File: config.mk
export PLATFORM = sky130hd
export DESIGN_NAME = bus_arbiter
export DESIGN_NICKNAME = d
export VERILOG_FILES = /design/src/rtl/bus_arbiter.sv
export SDC_FILE = /design/constraint.sdc
export NUM_CORES = 1
export LEC_CHECK = 0
export BUFFER_PORTS_ARGS = -buffer_cell sky130_fd_sc_hd__buf_2
export CAP_MARGIN = 25
export CORE_MARGIN = 4
export CORE_UTILIZATION = 30
export CTS_CLUSTER_DIAMETER = 120
export DETAILED_ROUTE_END_ITERATION = 8
export PLACE_DENSITY_LB_ADDON = 0.12
export SETUP_SLACK_MARGIN = 0.2
export SYNTH_ARGS = -nofsm -noshare
export SYNTH_HDL_FRONTEND = slang
export SYNTH_SLANG_ARGS = --single-unit
File: constraint.sdc
create_clock -name clk -period 5 [get_ports clk]
set_clock_uncertainty 0.15 [all_clocks]
set_input_delay 0.25 -clock clk [delete_from_list [all_inputs] [get_ports clk]]
set_output_delay 0.25 -clock clk [all_outputs]
set_load 0.1 [all_outputs]
File: src/rtl/bus_arbiter.sv
// Round-robin arbiter with registered one-hot grant and binary mux select; request-to-grant is one cycle.
// Grants hold until the owner drops its request or the hold timeout fires; each handover has a one-cycle turnaround.
module bus_arbiter #(
  parameter int NUM_REQ  = 16,
  parameter int IDX_W    = 4,
  parameter int HOLD_MAX = 64,
  parameter int CNT_W    = 8
) (
  input  logic               clk,
  input  logic               rst,
  input  logic               enb,
  input  logic [NUM_REQ-1:0] req,
  output logic [NUM_REQ-1:0] gnt,
  output logic [IDX_W-1:0]   gnt_idx,
  output logic               gnt_valid,
  output logic               timeout
);

  typedef enum logic [1:0] {IDLE, GRANT, RELEASE} state_t;

  localparam logic [CNT_W-1:0] LP_HOLD_LAST = CNT_W'((HOLD_MAX == 0) ? 0 : HOLD_MAX - 1);
  localparam logic [IDX_W-1:0] LP_LAST_RST  = IDX_W'(NUM_REQ - 1);
  localparam logic [NUM_REQ-1:0] LP_ONE     = {{(NUM_REQ-1){1'b0}}, 1'b1};

  state_t             r_state, w_state_nxt;
  logic [NUM_REQ-1:0] r_gnt, w_gnt_nxt;
  logic [IDX_W-1:0]   r_idx, w_idx_nxt;
  logic               r_vld, w_vld_nxt;
  logic               r_to, w_to_nxt;
  logic [CNT_W-1:0]   r_cnt, w_cnt_nxt;
  logic [IDX_W-1:0]   r_last, w_last_nxt;

  logic               w_found;
  logic [IDX_W-1:0]   w_pick;
  logic [IDX_W-1:0]   w_cand;

  // Scan starts one past the previous owner and wraps, so the last owner is considered last.
  always_comb begin
    w_found = 1'b0;
    w_pick  = '0;
    w_cand  = '0;
    for (int k = 1; k <= NUM_REQ; k++) begin
      w_cand = IDX_W'((int'(r_last) + k) % NUM_REQ);
      if (!w_found && req[w_cand]) begin
        w_found = 1'b1;
        w_pick  = w_cand;
      end
    end
  end

  always_comb begin
    w_state_nxt = r_state;
    w_gnt_nxt   = r_gnt;
    w_idx_nxt   = r_idx;
    w_vld_nxt   = r_vld;
    w_to_nxt    = 1'b0;
    w_cnt_nxt   = r_cnt;
    w_last_nxt  = r_last;
    case (r_state)
      IDLE, RELEASE: begin
        if (enb && w_found) begin
          w_state_nxt = GRANT;
          w_gnt_nxt   = LP_ONE << w_pick;
          w_idx_nxt   = w_pick;
          w_vld_nxt   = 1'b1;
          w_last_nxt  = w_pick;
          w_cnt_nxt   = '0;
        end else begin
          w_state_nxt = IDLE;
          w_gnt_nxt   = '0;
          w_vld_nxt   = 1'b0;
        end
      end
      GRANT: begin
        // A request drop wins over an expiring hold timer on the same edge.
        if (!req[r_idx]) begin
          w_state_nxt = RELEASE;
          w_gnt_nxt   = '0;
          w_vld_nxt   = 1'b0;
        end else if (HOLD_MAX != 0 && r_cnt == LP_HOLD_LAST) begin
          w_state_nxt = RELEASE;
          w_gnt_nxt   = '0;
          w_vld_nxt   = 1'b0;
          w_to_nxt    = 1'b1;
        end else if (HOLD_MAX != 0) begin
          w_cnt_nxt = r_cnt + 1'b1;
        end
      end
      default: begin
        w_state_nxt = IDLE;
        w_gnt_nxt   = '0;
        w_vld_nxt   = 1'b0;
      end
    endcase
  end

  always_ff @(posedge clk or posedge rst) begin
    if (rst) begin
      r_state <= IDLE;
      r_gnt   <= '0;
      r_idx   <= '0;
      r_vld   <= 1'b0;
      r_to    <= 1'b0;
      r_cnt   <= '0;
      r_last  <= LP_LAST_RST;
    end else begin
      r_state <= w_state_nxt;
      r_gnt   <= w_gnt_nxt;
      r_idx   <= w_idx_nxt;
      r_vld   <= w_vld_nxt;
      r_to    <= w_to_nxt;
      r_cnt   <= w_cnt_nxt;
      r_last  <= w_last_nxt;
    end
  end

  assign gnt       = r_gnt;
  assign gnt_idx   = r_idx;
  assign gnt_valid = r_vld;
  assign timeout   = r_to;

endmodule

==> out/results.txt <==
outcome = complete, no violations
CTS sink count = 36
simple-gate area share of the yosys netlist = 14.5%
number of fill cells = 1338
Synth Area in Compound Gates = 19.7%
clk slew on worst S/H paths = 0.05 ns
RSZ-0062 raised after global routing = no
share of cells above drive strength 1 = 32.3%
Diodes inserted = 0
Hold Fails Final Rpt = 0
synth cell count leaders = mux4_2 (34), nand2_1 (33), dfrtp_1 (32), nor2_1 (28), a21oi_1 (27)
vias per cell = 5.87
height of the die = 122 um
Multi-input gate area = 0.00289 mm2
CP endpoint kind = register
Clock Latency Late Sink = 0.28 ns
total grt overflow = 0
die area = 0.0150 mm2
clock buffer depth = 2
Synth Instances = 378
post-layout util = 35.4%
TritonCTS clock tree = built
# H-tree levels = 2
Post-synth EDFFs = 0
top_reg_cell synth = dfrtp_1
Mapped Area = 0.00393 mm2
Setup CP Type = register to register
Post-Synthesis Mean Instance Area = 10.4 um2
Total GRT Usage = 16.3%
setup bufs post-CTS = 0
Rel. slew slack = 37.3%
final hold slack = 0.311 ns
DRT Wirelength = 11900 um
I/O pin count = 41
minimum clock period = 4.40 ns
async set-or-reset flop fraction in the synthesized netlist = 100%
number of port buffers = 40
top cells by area, synth = dfrtp_1 (20%), mux4_2 (19%), mux2i_1 (5.1%)
DRT iter0 DRCs = 243
pre-CTS setup slack = 0.700 ns
DR WL/cell = 20.1 um
Initial Util = 30.9%
Peak Freq = 0.227 GHz
PnR worst setup slack = 0.598 ns
CTS root buf = clkbuf_16
Seq/Total Area, Yosys = 23.0%
mux share of post-synthesis cell area = 31.5%
Netlist cell types = 76
xor/xnor share of the synthesized area = 4.90%
Net count, final = 448
Reg area = 906 um2
detailed-route via count = 3480
DP Wirelength = 9100 um
Max Cap Viol = 0
most frequent cell after synthesis = mux4_2
area grow syn2layout = 14.5%
Num CTS Buffers = 5
Worst-Margin Slew = 0.941 ns
fin crit share = 88.0%
Worst Path Required = 5.06 ns
min-delay worst type = register to register
CP max FO = 10
adder-cell share of the synthesized area = 2.86%
initial antenna violation count = 0
placeable core region = 0.0127 mm2
row cnt = 41
yosys warns = 0
Pins Over Slew Limit = 0
Yosys reg bits = 36
post-synth top area share = 20.4%
post-synth top area cell = dfrtp_1
antenna-violating nets left = 0
crit path launch type = register
setup TNS = 0 ns
largest net degree at the start of global routing = 37
Worst Path Arrival = 4.46 ns
# setup viols final = 0
first-pass GRT wire length = 19100 um
main combinational cell family by area after synthesis = multiplexers
residual DRC count = 0
length of the first detailed-routing pass in iterations = 4
gpl congestion = 0.889
number of global-route vias before repair = 3318
syn nets = 406
Die Width = 122 um
==> path summary, 6_finish.rpt <==
check,startpoint,endpoint,slack (ns),depth (start not counted)
min in group asynchronous,rst,gnt[13],0.48,4
worst max-delay path,r_last[2],gnt[4],0.60,11
worst min register to register,r_state[1],r_state[1],0.31,1
worst min-delay path,r_state[1],r_state[1],0.31,1
worst max register to register,r_last[2],gnt[4],0.60,11
max in group asynchronous,rst,r_last[3],3.87,4
==> critical path: stages, from the launching register on <==
cell	delay, ns
dfstp_2	0.67
inv_1	0.23
ha_1	0.29
a21boi_0	0.15
xnor2_1	0.61
mux2i_1	0.32
nor2_1	0.27
a21oi_1	0.12
o22ai_1	0.34
nand3_1	0.14
a32oi_1	0.73
a32o_1	0.28
==> repair_timing <==
| item | CTS | global route |
|---|---|---|
| resized for setup | 0 | 0 |
| hold buffers | 1 | 0 |
| hold endpoints to repair | 32 | 0 |
==> state kept, by name, indices dropped and copies added (netlist names) <==
signal	cells
gnt	16
r_cnt	8
r_state	2
r_last	4
gnt_valid	1
timeout	1
gnt_idx	4
==> cell families (layout without fill, tap and decap cells) <==
group           Yosys count  count (layout)
xor+xnor                 19              19
compound gates          104             104
fa+ha+maj                 9               9
flops                    36              36
mux                      74              74
buf+inv                  30              73
simple gates            106             106
==> final cells by class <==
cell class / count / area share, %
Inverter: 13 / 1.08
Tap cell: 172 / 4.78
Clock inverter: 2 / 0.222
Timing Repair Buffer: 52 / 6.50
Sequential cell: 36 / 20.1
Clock buffer: 6 / 3.09
Multi-Input combinational cell: 312 / 64.2
==> stage by stage <==
stage | instance area, um2 | cells
after floorplan | 3930 | 378
after global placement | 4340 | 584
after detailed placement | 4340 | 584
after CTS | 4500 | 593
after global routing | 4500 | 593
final | 4500 | 593
==> routing by layer <==
| metal | track usage [%] | wire length [um] |
|---|---|---|
| met5 | 0 | 0 |
| met3 | 2.86 | 591 |
| met1 | 23.4 | 5480 |
| met4 | 3.29 | 201 |
| met2 | 25.9 | 5620 |
==> layout by cell type, fill, tap and decap left out, types with 3 or more instances in the layout <==
master	count
dfrtp_1	32
mux2i_1	20
dfstp_2	4
nor2_1	28
mux2i_4	4
o211ai_1	5
buf_4	11
o31ai_1	6
inv_1	10
and3_1	3
a32o_1	9
mux2_2	13
ha_1	9
mux4_2	34
nand3_1	12
nand2_1	33
clkbuf_16	5
o21ai_0	10
o41ai_1	3
o22ai_1	3
a21oi_1	27
o21ai_1	6
buf_2	40
inv_2	3
xnor2_1	9
nor2b_1	6
xor2_1	8
Power is not shown: default switching activity piles up to over one toggle a cycle in this logic, so the estimate is an artifact.
